--- config.mk ---
export PLATFORM = sky130hd
export DESIGN_NAME = csr_perf_counters
export DESIGN_NICKNAME = d
export VERILOG_FILES = /design/src/rtl/csr_perf_counters.sv
export SDC_FILE = /design/constraint.sdc
export NUM_CORES = 2
export LEC_CHECK = 0
export CORE_UTILIZATION = 45
export DETAILED_ROUTE_END_ITERATION = 7
export GPL_TIMING_DRIVEN = 0
export PLACE_DENSITY = 0.71
export REMOVE_ABC_BUFFERS = 1
export SLEW_MARGIN = 10
export SYNTH_ARGS = -nofsm -noshare
export SYNTH_HDL_FRONTEND = slang
export SYNTH_SLANG_ARGS = --single-unit
--- constraint.sdc ---
create_clock -name clk_i -period 6.1 [get_ports clk_i]
set_input_delay 1.22 -clock clk_i [delete_from_list [all_inputs] [get_ports clk_i]]
set_output_delay 1.22 -clock clk_i [all_outputs]
set_load 0.02 [all_outputs]
--- src/rtl/csr_perf_counters.sv ---
// Performance counters (cycle, time, instret, hpm) with CSR read and machine-mode write ports.
// Latency: reads are combinational from registered counters; writes land on the next edge, ack one cycle later.
// Backpressure: none; every read and write completes in a single cycle.
module csr_perf_counters #(
    parameter int COUNTER_WIDTH = 64,
    parameter int NUM_HPM       = 4,
    parameter int RETIRE_WIDTH  = 1,
    parameter int TIME_DIV      = 1
) (
    input  logic                                  clk_i,
    input  logic                                  reset_i,
    input  logic [$clog2(RETIRE_WIDTH+1)-1:0]     retire_count_i,
    input  logic [(NUM_HPM > 0 ? NUM_HPM : 1)-1:0] hpm_event_i,
    input  logic [11:0]                           csr_rd_addr_i,
    output logic [31:0]                           csr_rd_data_o,
    output logic                                  csr_rd_valid_o,
    input  logic                                  csr_wr_en_i,
    input  logic [11:0]                           csr_wr_addr_i,
    input  logic [31:0]                           csr_wr_data_i,
    output logic                                  csr_wr_ack_o
);
    localparam int CW = COUNTER_WIDTH;
    localparam int HW = COUNTER_WIDTH - 32;
    // Slot index equals the CSR address offset: 0 cycle, 1 time, 2 instret, 3.. hpm
    localparam int NC = 3 + NUM_HPM;
    localparam int PW = (TIME_DIV > 1) ? $clog2(TIME_DIV) : 1;
    localparam logic [31:0] INH_MASK = 32'h5 | (((32'h1 << NUM_HPM) - 32'h1) << 3);

    logic [CW-1:0] cnt_q [NC];
    logic [CW-1:0] cnt_d [NC];
    logic [31:0]   inh_q;
    logic [PW-1:0] presc_q;
    logic          ack_q;

    logic [4:0] wr_idx;
    logic       wr_lo;
    logic       wr_hi;
    logic       wr_inh;
    logic       wr_cnt_hit;
    logic       presc_wrap;

    assign wr_idx     = csr_wr_addr_i[4:0];
    assign wr_lo      = csr_wr_en_i && (csr_wr_addr_i[11:5] == 7'b1011000);
    assign wr_hi      = csr_wr_en_i && (csr_wr_addr_i[11:5] == 7'b1011100);
    assign wr_inh     = csr_wr_en_i && (csr_wr_addr_i == 12'h320);
    assign wr_cnt_hit = (wr_lo || wr_hi) && (wr_idx != 5'd1) && (int'(wr_idx) < NC);
    assign presc_wrap = (presc_q == PW'(TIME_DIV - 1));

    // A write replaces the registered value and drops that cycle's increment
    always_comb begin
        for (int k = 0; k < NC; k++) begin
            cnt_d[k] = cnt_q[k];
            if (k == 1) begin
                cnt_d[k] = cnt_q[k] + CW'(presc_wrap);
            end else if (!inh_q[k]) begin
                if (k == 0)
                    cnt_d[k] = cnt_q[k] + CW'(1);
                else if (k == 2)
                    cnt_d[k] = cnt_q[k] + CW'(retire_count_i);
                else
                    cnt_d[k] = cnt_q[k] + CW'(hpm_event_i[(k >= 3) ? k - 3 : 0]);
            end
            if (k != 1 && int'(wr_idx) == k) begin
                if (wr_lo)
                    cnt_d[k] = {cnt_q[k][CW-1:32], csr_wr_data_i};
                if (wr_hi)
                    cnt_d[k] = {csr_wr_data_i[HW-1:0], cnt_q[k][31:0]};
            end
        end
    end

    always_ff @(posedge clk_i) begin
        if (reset_i) begin
            for (int k = 0; k < NC; k++)
                cnt_q[k] <= '0;
            inh_q   <= '0;
            presc_q <= '0;
            ack_q   <= 1'b0;
        end else begin
            for (int k = 0; k < NC; k++)
                cnt_q[k] <= cnt_d[k];
            presc_q <= presc_wrap ? '0 : presc_q + 1'b1;
            if (wr_inh)
                inh_q <= csr_wr_data_i & INH_MASK;
            ack_q <= wr_cnt_hit || wr_inh;
        end
    end

    assign csr_wr_ack_o = ack_q;

    logic [4:0]    rd_idx;
    logic [CW-1:0] sel;
    logic          sel_ok;
    logic [31:0]   hi_ext;
    logic          m_ok;

    assign rd_idx = csr_rd_addr_i[4:0];

    always_comb begin
        sel    = '0;
        sel_ok = 1'b0;
        for (int k = 0; k < NC; k++) begin
            if (int'(rd_idx) == k) begin
                sel    = cnt_q[k];
                sel_ok = 1'b1;
            end
        end
        hi_ext         = '0;
        hi_ext[HW-1:0] = sel[CW-1:32];
        m_ok           = sel_ok && (rd_idx != 5'd1);

        csr_rd_data_o  = '0;
        csr_rd_valid_o = 1'b0;
        case (csr_rd_addr_i[11:5])
            7'b1100000: begin
                csr_rd_valid_o = sel_ok;
                csr_rd_data_o  = sel[31:0];
            end
            7'b1100100: begin
                csr_rd_valid_o = sel_ok;
                csr_rd_data_o  = hi_ext;
            end
            7'b1011000: begin
                csr_rd_valid_o = m_ok;
                csr_rd_data_o  = m_ok ? sel[31:0] : '0;
            end
            7'b1011100: begin
                csr_rd_valid_o = m_ok;
                csr_rd_data_o  = m_ok ? hi_ext : '0;
            end
            default: begin
                if (csr_rd_addr_i == 12'h320) begin
                    csr_rd_valid_o = 1'b1;
                    csr_rd_data_o  = inh_q;
                end
            end
        endcase
    end
endmodule

==> impl_metrics.ini <==
[die]
num_io_pins = 98
chipWidth_um = 267
die_h_um = 267
start_util = 0.457
num_rows = 96
die_area_sq_um = 71200
core_area_sq_um = 68900

[synthesis]
avgSynthCellArea_sq_um = 7.61
synthTopCellsByCount = dfxtp_1 (456), nand2_1 (446), nor2_1 (314), a21oi_1 (293), clkbuf_1 (256)
synth_flop_cell = dfxtp_1
synth_cell_types = 96
synth-seq-cells = 456
synthTopCellsByArea = dfxtp_1 (29%), nand2_1 (5.3%), a21oi_1 (4.6%), mux4_2 (4.4%), a211oi_1 (4.1%)
yosysSeqAreaShare = 0.289
synth_edf_count = 0
synth_cells = 4142
async_flop_share = 0
synth_top_cell_area_share = 0.289
yosys_warnings = 0
yosysMostFrequentCell = dfxtp_1
synth.cell_area_sq_um = 31500
yosysTopAreaCell = dfxtp_1

[setup_path]
endpoint_kind = output port
r2r_start = cnt_q[1][128]$_SDFFE_PP0P_
r2r_slack_ns = 2.95
crit_path_start_kind = input pin
cp_data_arrival_time_ns = 4.72
path_class = in -> out
r2r-end = cnt_q[1][163]$_SDFFE_PP0P_
path_max_fanout = 52
rr_worst_depth = 7
worstPathRequired_ns = 4.88
startpoint = csr_rd_addr_i[0]

[global_routing]
grt_pass1_wl_mm = 198
grt_usage = 0.370
gr-total-overflow = 0
antenna_found_initial = 6
grt_max_degree = 123
grt_pass1_vias = 30000

[sta]
fin_crit_sh = 0.974
setup_violations = 0
setup_tns_ns = 0
whs_ns = 0.486
hold_violations = 0
rsz0062_at_grt = no
slew_violations = 0
clock_skew_ns = 0.0149
worstMarginPinSlew_ns = 1.39
timing.fmax_mhz = 168
period_minus_slack_ns = 5.94
relSlewSlack = 0.0722

[detailed_routing]
drt_pass1_iterations = 7
vias = 34800
post_drt_wl_per_cell_um = 27.3
vias_per_cell = 6.97
drt_iter0_drc = 5743
ant_nets = 0
drc = 0
routed_wl_mm = 136

[clock_tree]
clkSlewWorstSetupHoldPaths_ns = 0.06
worstSkewPairLatency_ns = 0.63
cts_root_buf = clkbuf_16
tritoncts = built
cts_max_path_buffers = 3
cts_max_level = 2
cts_buffers = 52
clock-sinks = 456

[outcome]
status = completed

[placement]
place_congestion = 1.03
dp.cells = 4894
dpl.hpwl_mm = 97.6
portBuffers = 97

[hold_path]
worstHoldStart = cnt_q[0][215]$_SDFFE_PP0P_
hold_path_class = reg -> reg
hold_depth = 2
hold_path_end = cnt_q[0][215]$_SDFFE_PP0P_

[power_and_ir_drop]
max-vdd-ir-drop_mv = 0.182
powerDensity_nw_per_um2 = 194
p_leak_nw = 10.4
p_total_mw = 6.80

[finish]
drive_gt1_frac = 0.0745
multi_input_comb_area_sq_um = 20900
seqCellArea_sq_um = 9130
nets = 4094
nFillCells = 6706
areaGrowthSynthToFinish_pct = 11.2
stdcell_count = 4993

[job]
drv_cap = 0
==> stage by stage <==
step	area, sq um	worst slack, ns	utilization
floorplan	30200	-0.383	-
finish	35100	0.159	0.509
CTS	35100	0.0887	0.508
global route	35100	0.171	0.509
global placement	32300	-17.47	0.469
detailed placement	33300	-0.754	0.483
==> what timing repair did <==
| item | in CTS | in global routing |
|---|---|---|
| hold buffers | 0 | 0 |
| buffers inserted | 0 | 0 |
| hold endpoints to repair | 0 | 0 |
| resized for setup | 10 | 3 |
| setup endpoints to repair | 32 | 10 |
==> critical path, stage by stage <==
cell             delay, ns
buf_4                 0.27
buf_16                0.29
nor3b_4               0.57
buf_4                 0.33
buf_4                 0.25
nand2_1               0.07
a21oi_1               0.38
a221oi_1              0.24
o22ai_1               0.33
clkdlybuf4s50_1       0.66
==> layout by cell type, fill, tap and decap left out, types with 55 or more instances in the layout <==
master	Yosys	routed
a211oi_1	173	172
and3_1	92	90
nand4_1	147	147
xnor2_1	148	148
nor4_1	110	106
xor2_1	64	64
inv_1	82	80
nand3_1	186	183
a31oi_1	71	71
a221oi_1	58	58
mux4_2	62	62
and2_1	55	55
nand2_1	446	444
dfxtp_1	456	456
o21ai_0	199	199
o22ai_1	83	83
clkdlybuf4s50_1	0	91
a21oi_1	293	293
nor3_1	160	156
nor2_1	314	307
==> worst max-delay path by stage <==
| stage | to | cells past startpoint |
|---|---|---|
| 6_report | csr_rd_data_o[8] | 10 |
| 5_1_grt | csr_rd_data_o[4] | 8 |
| 4_1_cts | csr_rd_data_o[8] | 9 |
| 3_5_place_dp | csr_rd_data_o[6] | 8 |
| 3_3_place_gp | cnt_q[1][37]$_SDFFE_PP0P_ | 4 |
| 2_1_floorplan | cnt_q[0][11]$_SDFFE_PP0P_ | 5 |
==> area by class of cell <==
cell class / instances / area share
Clock inverter: 17 / 0.00489
Clock buffer: 76 / 0.0434
Timing Repair Buffer: 161 / 0.0521
Antenna cell: 6 / 0.000428
Tap cell: 931 / 0.0332
Multi-Input combinational cell: 3263 / 0.596
Sequential cell: 456 / 0.260
Inverter: 83 / 0.00931
==> power by group <==
group	switching (mW)	internal [mW]	leakage, nW	total [mW]
Clock	1.40	1.85	0.845	3.25
Combinational	0.392	0.143	5.92	0.534
Sequential	0.0230	2.99	3.67	3.02
Total	1.82	4.98	10.4	6.80
==> per-layer routing <==
layer	part of all wire	global-route usage
met1	0.38	0.507
met2	0.40	0.516
met3	0.16	0.104
met4	0.066	0.212
met5	0.00025	0
==> registers in the layout, summed over array words and instances, names as in the netlist <==
name,count
cnt_q,448
csr_wr_ack_o,1
inh_q,6
presc_q,1
==> cell families after synthesis <==
| group | after synthesis | share of synthesized area |
|---|---|---|
| DFF | 456 | 0.289 |
| buffers and inverters | 423 | 0.0528 |
| xor gates and xnor gates | 212 | 0.0589 |
| adders and majority gates | 13 | 0.00516 |
| AOI/OAI and AO/OA | 1174 | 0.244 |
| other | 1 | 0.000119 |
| muxes | 107 | 0.0590 |
| and+or+nand+nor | 1756 | 0.291 |
No activity file was read; power rests on OpenSTA's default activity.
